`config.mk`:
```
export PLATFORM = sky130hd
export DESIGN_NAME = rv32m_mul_issue
export DESIGN_NICKNAME = d
export VERILOG_FILES = /design/src/rtl/rv32m_mul_issue.sv
export SDC_FILE = /design/constraint.sdc
export NUM_CORES = 1
export LEC_CHECK = 0
export ABC_AREA = 1
export BUFFER_PORTS_ARGS = -buffer_cell sky130_fd_sc_hd__buf_4
export CAP_MARGIN = 20
export CORE_UTILIZATION = 41
export DETAILED_ROUTE_END_ITERATION = 6
export GPL_ROUTABILITY_DRIVEN = 0
export PLACE_DENSITY = 0.77
export SYNTH_ARGS = -nofsm -noshare
export SYNTH_HDL_FRONTEND = slang
export SYNTH_SLANG_ARGS = --single-unit
export TNS_END_PERCENT = 30
```
`constraint.sdc`:
```
create_clock -name clk_i -period 1.6 [get_ports clk_i]
set_input_delay 0.16 -clock clk_i [delete_from_list [all_inputs] [get_ports clk_i]]
set_output_delay 0.16 -clock clk_i [all_outputs]
set_load 0.05 [all_outputs]
```
`src/rtl/rv32m_mul_issue.sv`:
```
// Issue sequencer between the core's execute stage and the iterative multiplier.
// Optional zero-operand bypass is enabled by defining RV32M_MUL_ZERO_FAST_EN.
module rv32m_mul_issue #(
  parameter int unsigned TAG_W   = 5,
  parameter int unsigned TIMEOUT = 15
) (
  input  logic             clk_i,
  input  logic             rst_i,
  input  logic             req_valid_i,
  output logic             req_ready_o,
  input  logic [2:0]       req_funct3_i,
  input  logic [31:0]      req_rs1_i,
  input  logic [31:0]      req_rs2_i,
  input  logic [TAG_W-1:0] req_tag_i,
  input  logic             kill_i,
  output logic             rsp_valid_o,
  input  logic             rsp_ready_i,
  output logic [31:0]      rsp_data_o,
  output logic [TAG_W-1:0] rsp_tag_o,
  output logic             rsp_err_o,
  output logic             mult_en_o,
  output logic [31:0]      op_A_o,
  output logic [31:0]      op_B_o,
  output logic             signed_A_o,
  output logic             signed_B_o,
  output logic             upper_o,
  input  logic [31:0]      mult_result_i,
  input  logic             mult_done_i
);

  typedef enum logic [1:0] {IDLE, ISSUE, WAIT, RESP} state_t;

  localparam logic [7:0] WD_LIMIT = 8'(TIMEOUT);

  state_t     state;
  logic [7:0] wd_cnt;
  logic [7:0] wd_next;
  logic       killed;
  logic       legal;
  logic       fast;
  logic       dec_sa;
  logic       dec_sb;
  logic       dec_up;
  logic       wait_end;

  always_comb begin
    legal   = ~req_funct3_i[2];
    dec_sa  = (req_funct3_i[1:0] == 2'b01) || (req_funct3_i[1:0] == 2'b10);
    dec_sb  = (req_funct3_i[1:0] == 2'b01);
    dec_up  = (req_funct3_i[1:0] != 2'b00);
    wd_next = wd_cnt + 8'd1;
    // done has priority over the watchdog when both land in the same cycle
    wait_end = mult_done_i || (wd_next == WD_LIMIT);
`ifdef RV32M_MUL_ZERO_FAST_EN
    fast = (req_rs1_i == '0) || (req_rs2_i == '0);
`else
    fast = 1'b0;
`endif
  end

  always_ff @(posedge clk_i or negedge rst_i) begin
    if (!rst_i) begin
      state       <= IDLE;
      wd_cnt      <= '0;
      killed      <= 1'b0;
      req_ready_o <= 1'b1;
      rsp_valid_o <= 1'b0;
      rsp_data_o  <= '0;
      rsp_tag_o   <= '0;
      rsp_err_o   <= 1'b0;
      mult_en_o   <= 1'b0;
      op_A_o      <= '0;
      op_B_o      <= '0;
      signed_A_o  <= 1'b0;
      signed_B_o  <= 1'b0;
      upper_o     <= 1'b0;
    end else begin
      case (state)
        IDLE: begin
          if (req_valid_i) begin
            rsp_tag_o   <= req_tag_i;
            killed      <= 1'b0;
            req_ready_o <= 1'b0;
            if (!legal || fast) begin
              state       <= RESP;
              rsp_valid_o <= 1'b1;
              rsp_data_o  <= '0;
              rsp_err_o   <= ~legal;
            end else begin
              state      <= ISSUE;
              mult_en_o  <= 1'b1;
              op_A_o     <= req_rs1_i;
              op_B_o     <= req_rs2_i;
              signed_A_o <= dec_sa;
              signed_B_o <= dec_sb;
              upper_o    <= dec_up;
            end
          end
        end
        ISSUE: begin
          mult_en_o <= 1'b0;
          wd_cnt    <= '0;
          if (kill_i) killed <= 1'b1;
          state <= WAIT;
        end
        WAIT: begin
          if (wait_end) begin
            // a killed request still waits out the multiplier, then drops silently
            if (killed || kill_i) begin
              state       <= IDLE;
              req_ready_o <= 1'b1;
            end else begin
              state       <= RESP;
              rsp_valid_o <= 1'b1;
              rsp_data_o  <= mult_done_i ? mult_result_i : '0;
              rsp_err_o   <= ~mult_done_i;
            end
          end else begin
            wd_cnt <= wd_next;
            if (kill_i) killed <= 1'b1;
          end
        end
        RESP: begin
          if (rsp_ready_i || kill_i) begin
            state       <= IDLE;
            rsp_valid_o <= 1'b0;
            req_ready_o <= 1'b1;
          end
        end
        default: begin
          state       <= IDLE;
          req_ready_o <= 1'b1;
          rsp_valid_o <= 1'b0;
          mult_en_o   <= 1'b0;
        end
      endcase
    end
  end

endmodule

```
==> results.md, run 1 <==
- Outcome: finished with violations
- Failing checks: negative setup slack
- Startpoint Class: register
- Total power divided by cell area: 2220 mW/mm^2
- Cell row count: 40
- Count of distinct cell types in the synthesized netlist: 25
- Final HPWL from detailed placement: 9250 um
- Setup repair after global routing missed its margin: true
- Share of post-route cells with drive strength above 1: 34.1%
- Port Buffer Count: 217
- Netlist area before placement: 0.00502 mm^2
- FF/Latch Area: 0.00298 mm^2
- Slew headroom: 70.2%
- Vertical extent of the die: 113 um
- Total number of yosys warnings: 0
- Root buffer cell: sky130_fd_sc_hd__clkbuf_16
- Worst-case setup margin in the final layout: -0.154 ns
- Tightest Hold Check Type: in -> reg
- Total wirelength of the detailed-routed design: 16100 um
- Depth of the CTS H-tree: 4
- Final-report max-slew violation count: 0
- Global route total overflow: 0
- Number of standard cells after synthesis: 572
- Effective utilization at floorplan: 41.9%
- Sort of element at the end of the critical path: register
- Footprint of the multi-input gates: 0.00185 mm^2
- CTS clk-pin slew, worst paths: 0.06 ns
- Arrival time of data at the critical path endpoint: 2.06 ns
- Number of global-route vias before repair: 5425
- Fill cell instance count of the final layout: 764
- Total I/O pin count: 218
- Die area: 0.0127 mm^2
- Area of the core: 0.0120 mm^2
- Number of remaining DRC errors: 0
- Critical path type: reg -> reg
- Clock latency at the later pin of the worst-skew pair: 0.42 ns
- Crit path required time: 1.90 ns
- CP max FO: 16
- Worst-case vdd ir drop: 0.00174 V
- Number of search-and-repair iterations in the first detailed-routing pass: 6
- Count of final hold-check violations: 0
- CTS Buffer Depth: 2
- Utilization after layout: 72.2%
- F_max: 570 MHz
- Width of the die: 113 um
- Global-route wire length before repair: 25800 um
- Post-synthesis net count: 691
- Final worst hold slack: 0.0659 ns
- Antenna violations before repair: 0
- Count of max-cap constraint violations: 0
- Sequential-to-total area share from yosys stat: 59.4%
- Leak pwr: 0.00465 uW
- TritonCTS clock tree: done
- Count of state elements after synthesis: 119
- Post-route minimum period: 1.75 ns
- Final setup violating endpoints: 45
- Post-detailed-route wirelength per cell: 15.0 um
- Clock sink count: 119
- Cell area reported after detailed placement: 0.00699 mm^2
- Vias: 5274
- Count of antenna-violating nets left after detailed routing: 0
- Starting DRC count in detailed routing: 413
- Antenna cells: 0
- Vias/cell: 4.92
- Design area: 0.00863 mm^2
- Final critical-path share of the clock period: 110%
- Average instance area after synthesis: 8.77 um^2
- Post-Route Skew: 0.00835 ns
- Sum of internal, switching and leakage power: 19200 uW
- Total routing resource utilization after global routing: 26.0%
- P&R area growth vs syn: 72.1%
- Largest net degree at the start of global routing: 46
- Number of CTS-inserted buffers: 17
- Number of nets in the finished design: 1032
- Slew at the pin with the worst max-slew slack: 0.448 ns
state kept, by name, indices dropped and copies added (netlist names):
register and cells:
rsp_tag_o 5, rsp_valid_o 1, killed 1, op_B_o 32, req_ready_o 1, upper_o 1
rsp_err_o 1, state 2, wd_cnt 8, mult_en_o 1, rsp_data_o 32, signed_B_o 1
signed_A_o 1, op_A_o 32
per-stage QoR:
step           TNS, ns  setup slack [ns]  std cells
3_3_place_gp     -2.11           -0.0685        936
4_1_cts          -4.89            -0.136       1071
6_report         -4.86            -0.154       1073
3_5_place_dp     -5.16            -0.144        936
5_1_grt         -10.77            -0.289       1073
2_1_floorplan    -1.97           -0.0750        572
cell type report:
class / instances / share of cell area, %
sequential: 119 / 34.5
timing repair buffer: 347 / 34.4
multi-input combinational: 405 / 21.4
clock buffer: 18 / 5.09
tap: 147 / 2.13
clock inverter: 14 / 1.48
inverter: 23 / 1.00
final timing paths:
kind,slack (ns),depth (start not counted),start,endpoint
worst max-delay path,-0.15,11,wd_cnt[0],rsp_data_o[5]
worst max register to register,-0.15,11,wd_cnt[0],rsp_data_o[5]
worst min-delay path,0.07,4,mult_done_i,rsp_err_o
max in group asynchronous,0.77,3,rst_i,op_A_o[2]
min in group asynchronous,0.24,2,rst_i,rsp_valid_o
worst min register to register,0.47,2,req_ready_o,req_ready_o
cell usage in the layout (no fill, tap or decap), drive strengths merged:
cell	Yosys	layout
nand2	297	297
buf	12	244
dfrtp	118	118
dlygate4sd3	0	102
nand3	49	49
inv	22	24
nor2	21	21
clkbuf	13	19
o21ai	14	14
ha	9	9
clkinvlp	0	6
clkinv	1	6
mux2	5	5
nand4	4	4
xor2	3	3
nand3b	1	1
or2	1	1
nor3	1	1
bufinv	0	1
dfstp	1	1
report_power, final:
part / switching [uW] / internal [uW] / total [uW]
clock network: 1460 / 2180 / 3640
registers: 858 / 4350 / 5210
logic: 7140 / 3220 / 10400
routing by layer:
metal	track usage, %	wire, um	vias up
met5	0	0	-
met4	11.7	432	0
met3	7.94	1350	40
met2	44.4	7870	266
met1	30.2	6490	2503
li1	-	-	2465
cells by family after synthesis:
family,after synthesis,share of synthesized area [%]
buffers and inverters,48,4.32
multiplexers,5,1.12
AO/OA/AOI/OAI,14,1.40
AND/OR/NAND/NOR,374,31.0
XOR/XNOR,3,0.524
flip-flops,119,59.4
adder cells (fa/ha/maj),9,2.24
cell usage after synthesis:
cell	instances	area share, %
sky130_fd_sc_hd__nand3_4	2	0.70
sky130_fd_sc_hd__ha_1	9	2.2
sky130_fd_sc_hd__nand4_1	4	0.50
sky130_fd_sc_hd__nand2_2	12	1.5
sky130_fd_sc_hd__or2_2	1	0.12
sky130_fd_sc_hd__clkbuf_1	13	0.97
sky130_fd_sc_hd__clkinv_1	1	0.075
sky130_fd_sc_hd__inv_2	3	0.22
sky130_fd_sc_hd__buf_6	3	0.67
sky130_fd_sc_hd__nor3_1	1	0.10
sky130_fd_sc_hd__dfrtp_1	118	59
sky130_fd_sc_hd__nand3_1	45	4.5
sky130_fd_sc_hd__inv_1	19	1.4
sky130_fd_sc_hd__xor2_1	3	0.52
sky130_fd_sc_hd__mux2_2	5	1.1
sky130_fd_sc_hd__nor2_2	3	0.37
sky130_fd_sc_hd__nor2_1	18	1.3
sky130_fd_sc_hd__dfstp_2	1	0.52
sky130_fd_sc_hd__nand3_2	2	0.40
sky130_fd_sc_hd__nand3b_1	1	0.15
sky130_fd_sc_hd__buf_4	1	0.15
sky130_fd_sc_hd__o21ai_0	13	1.3
sky130_fd_sc_hd__buf_2	8	0.80
sky130_fd_sc_hd__nand2_1	285	21
sky130_fd_sc_hd__o21ai_1	1	0.10
worst max-delay path: stages, from the launching register on:
cell	delay, ns
sky130_fd_sc_hd__dfrtp_1	0.39
sky130_fd_sc_hd__ha_2	0.21
sky130_fd_sc_hd__nand3_2	0.08
sky130_fd_sc_hd__o21ai_1	0.13
sky130_fd_sc_hd__nand2_1	0.09
sky130_fd_sc_hd__nor2_2	0.12
sky130_fd_sc_hd__nand3_2	0.10
sky130_fd_sc_hd__nand3_4	0.10
sky130_fd_sc_hd__nand3_4	0.10
sky130_fd_sc_hd__clkbuf_16	0.20
sky130_fd_sc_hd__nand2_1	0.07
sky130_fd_sc_hd__nand2_1	0.05
timing repair:
action,CTS,global route
setup endpoints to repair,45,60
hold endpoints to repair,131,0
cloned,0,1
resized for setup,0,5
buffers inserted,1,1
pin swaps,1,1
hold buffers,102,0
Note: power is estimated with default switching activity, not from simulation.
==> run 2: changes to the inputs <==
--- a/config.mk
+++ b/config.mk
@@ -6,13 +6,14 @@
 export NUM_CORES = 1
 export LEC_CHECK = 0
 export ABC_AREA = 1
-export BUFFER_PORTS_ARGS = -buffer_cell sky130_fd_sc_hd__buf_4
+export BUFFER_PORTS_ARGS = -buffer_cell sky130_fd_sc_hd__buf_2
 export CAP_MARGIN = 20
 export CORE_UTILIZATION = 41
 export DETAILED_ROUTE_END_ITERATION = 6
 export GPL_ROUTABILITY_DRIVEN = 0
 export PLACE_DENSITY = 0.77
+export SKIP_CTS_REPAIR_TIMING = 1
 export SYNTH_ARGS = -nofsm -noshare
 export SYNTH_HDL_FRONTEND = slang
 export SYNTH_SLANG_ARGS = --single-unit
-export TNS_END_PERCENT = 30
+export TNS_END_PERCENT = 50
==> run 2 against run 1 <==
Net effect: the flow finishes with violations (negative hold slack, negative setup slack); critical path depth is the same; count of clock-buffer cells in the layout is 4 higher; clock power up 8.5%; worst hold slack got worse by 0.088 ns; first-iteration DRC count down 9.9%; clock skew about the same; register-to-register slack worse by 0.11 ns; setup slack got worse by 0.11 ns; critical endpoint is now rsp_data_o[14]; largest power group unchanged.
==> results.md, run 2 (synthesis gave the netlist of run 1 again) <==
- Port Buffer Count: 217 (unchanged)
- Crit path top cell by count: sky130_fd_sc_hd__nand2_1
- Critical Path, Cell by Cell: buf_6, ha_4, xor2_2, nand2_1, nor2_1, nand3_2, nand3_4, nand3_4, clkbuf_16, nand2_1, nand2_1
- Final worst hold slack: -0.0223 ns (-0.0882 ns)
- Critical path type: reg -> reg
- Total wirelength of the detailed-routed design: 15300 um (-5.2%)
- Number of remaining DRC errors: 0 (unchanged)
- Failing checks: negative hold slack, negative setup slack
- Clock sink count: 119 (unchanged)
- Final non-filler cell total: 1068 (-0.47%)
- Number of global-route vias before repair: 4333 (-20%)
- Crit path required time: 1.90 ns (about the same)
- Count of max-cap constraint violations: 0 (unchanged)
- Arrival time of data at the critical path endpoint: 2.16 ns (+0.10 ns)
- Total power divided by cell area: 2300 mW/mm^2 (+3.4%)
- Most used cells in the layout excluding fill and tap cells: sky130_fd_sc_hd__nand2_1, sky130_fd_sc_hd__buf_2, sky130_fd_sc_hd__dfrtp_1, sky130_fd_sc_hd__dlygate4sd3_1, sky130_fd_sc_hd__nand3_1
- Starting DRC count in detailed routing: 372 (-9.9%)
- Final-report max-slew violation count: 0 (unchanged)
- Leak pwr: 0.00453 uW (-2.4%)
- Startpoint Class: register
- Fill cell instance count of the final layout: 862 (+13%)
- P&R area growth vs syn: 62.6%
- Antenna cells: 0 (unchanged)
- Final setup violating endpoints: 46 (+2.2%)
- Number of nets in the finished design: 1027 (-0.48%)
- Slew headroom: 77.7% (+7.6 points)
- Effective utilization at floorplan: 41.9% (unchanged)
- Number of CTS-inserted buffers: 17 (unchanged)
- Vias/cell: 4.78 (-2.7%)
- Setup repair after global routing missed its margin: true
- Number of buffer and inverter stages on the critical path: 2 (+1)
- Post-detailed-route wirelength per cell: 14.3 um (-4.7%)
- Global route total overflow: 0 (unchanged)
- Global-route wire length before repair: 20300 um (-21%)
- CTS clk-pin slew, worst paths: 0.06 ns (about the same)
- Crit-path slowest cell: sky130_fd_sc_hd__dfrtp_1
- CTS Buffer Depth: 2 (unchanged)
- Count of final hold-check violations: 6 (+6)
- Sum of internal, switching and leakage power: 18800 uW (-2.3%)
- CP max FO: 16 (unchanged)
- Die area: 0.0127 mm^2 (unchanged)
- Post-route minimum period: 1.86 ns (+0.107 ns)
- Outcome: finished with violations
- Count of antenna-violating nets left after detailed routing: 0 (unchanged)
- Area of the core: 0.0120 mm^2 (unchanged)
- Top Family by Delay on Critical Path: simple AND/OR/NAND/NOR gates
- Width of the die: 113 um (unchanged)
- Depth of the CTS H-tree: 4 (unchanged)
- Worst stage delay on the critical path: 0.39 ns (about the same)
- Clock latency at the later pin of the worst-skew pair: 0.41 ns (about the same)
- Final critical-path share of the clock period: 116% (+6.7 points)
- Largest net degree at the start of global routing: 50 (+8.7%)
- Worst-case vdd ir drop: 0.00155 V (-11%)
- Share of post-route cells with drive strength above 1: 36.7% (+2.6 points)
- Worst-case setup margin in the final layout: -0.261 ns (-0.107 ns)
- Antenna violations before repair: 0 (unchanged)
- Biggest regs: op_A_o x32, op_B_o x32, rsp_data_o x32
- Post-Route Skew: 0.00785 ns (-0.000494 ns)
- Slew at the pin with the worst max-slew slack: 0.334 ns (-0.114 ns)
- Final HPWL from detailed placement: 8890 um (-3.9%)
- F_max: 537 MHz (-5.7%)
- Vertical extent of the die: 113 um (unchanged)
- Cell row count: 40 (unchanged)
- TritonCTS clock tree: done
- Post-Place Cells: 943 (+0.75%)
- Number of search-and-repair iterations in the first detailed-routing pass: 5 (-1)
- Sort of element at the end of the critical path: register
- Vias: 5107 (-3.2%)
- Most common cell after layout, fill and taps aside: sky130_fd_sc_hd__nand2_1
- Tightest Hold Check Type: in -> reg
- Root buffer cell: sky130_fd_sc_hd__clkbuf_16
- Total routing resource utilization after global routing: 20.5% (-5.5 points)
- Total I/O pin count: 218 (unchanged)
run 2: cell type report:
type	instances	area (um^2)	area share, %
Clock inverter	10	145	1.78
Multi-Input combinational cell	405	1920	23.6
Inverter	23	86.3	1.06
Clock buffer	22	474	5.81
Tap cell	147	184	2.26
Timing Repair Buffer	342	2360	29.0
Sequential cell	119	2980	36.6
run 2: where the power goes:
group,switching (uW),internal (uW)
Clock,1380,2580
Combinational,7150,2520
Sequential,781,4350
run 2: worst paths after layout:
kind,from,end,slack [ns],cells after the start
worst max-delay path,wd_cnt[1],rsp_data_o[14],-0.26,11
worst min-delay path,mult_result_i[2],rsp_data_o[2],-0.02,3
worst max register to register,wd_cnt[1],rsp_data_o[14],-0.26,11
worst min register to register,rsp_data_o[31],rsp_data_o[31],0.47,2
max in group asynchronous,rst_i,op_A_o[21],0.88,3
min in group asynchronous,rst_i,wd_cnt[1],0.19,2
run 2: through the flow:
step	setup WS, ns	hold WS (ns)	utilization (%)	setup TNS (ns)	cell area [um^2]
floorplan	-0.0750	-0.136	-	-1.97	5030
global placement	-0.0870	0.0721	54.4	-2.81	6500
detailed placement	-0.143	0.0702	54.4	-4.65	6500
CTS	-0.163	-0.374	59.6	-5.32	7120
global route	-0.349	0.00356	68.2	-13.51	8160
finish	-0.261	-0.0223	68.2	-8.87	8160
run 2: worst reg2reg max path: cells and delay by family (launching register included):
family / cells / cell delay [ns]
XOR/XNOR: 1 / 0.18
adder cells (fa/ha/maj): 1 / 0.17
buffers and inverters: 2 / 0.32
flip-flops: 1 / 0.39
AND/OR/NAND/NOR: 7 / 0.68
run 2: metal layers:
layer  global-route usage [%]  vias to the layer above  part of all wire, %
li1                         -                     2448                    -
met1                     25.1                     2404                   40
met2                     32.3                      225                   50
met3                     7.45                       30                  8.1
met4                     9.69                        0                  2.0
met5                        0                        -                    0
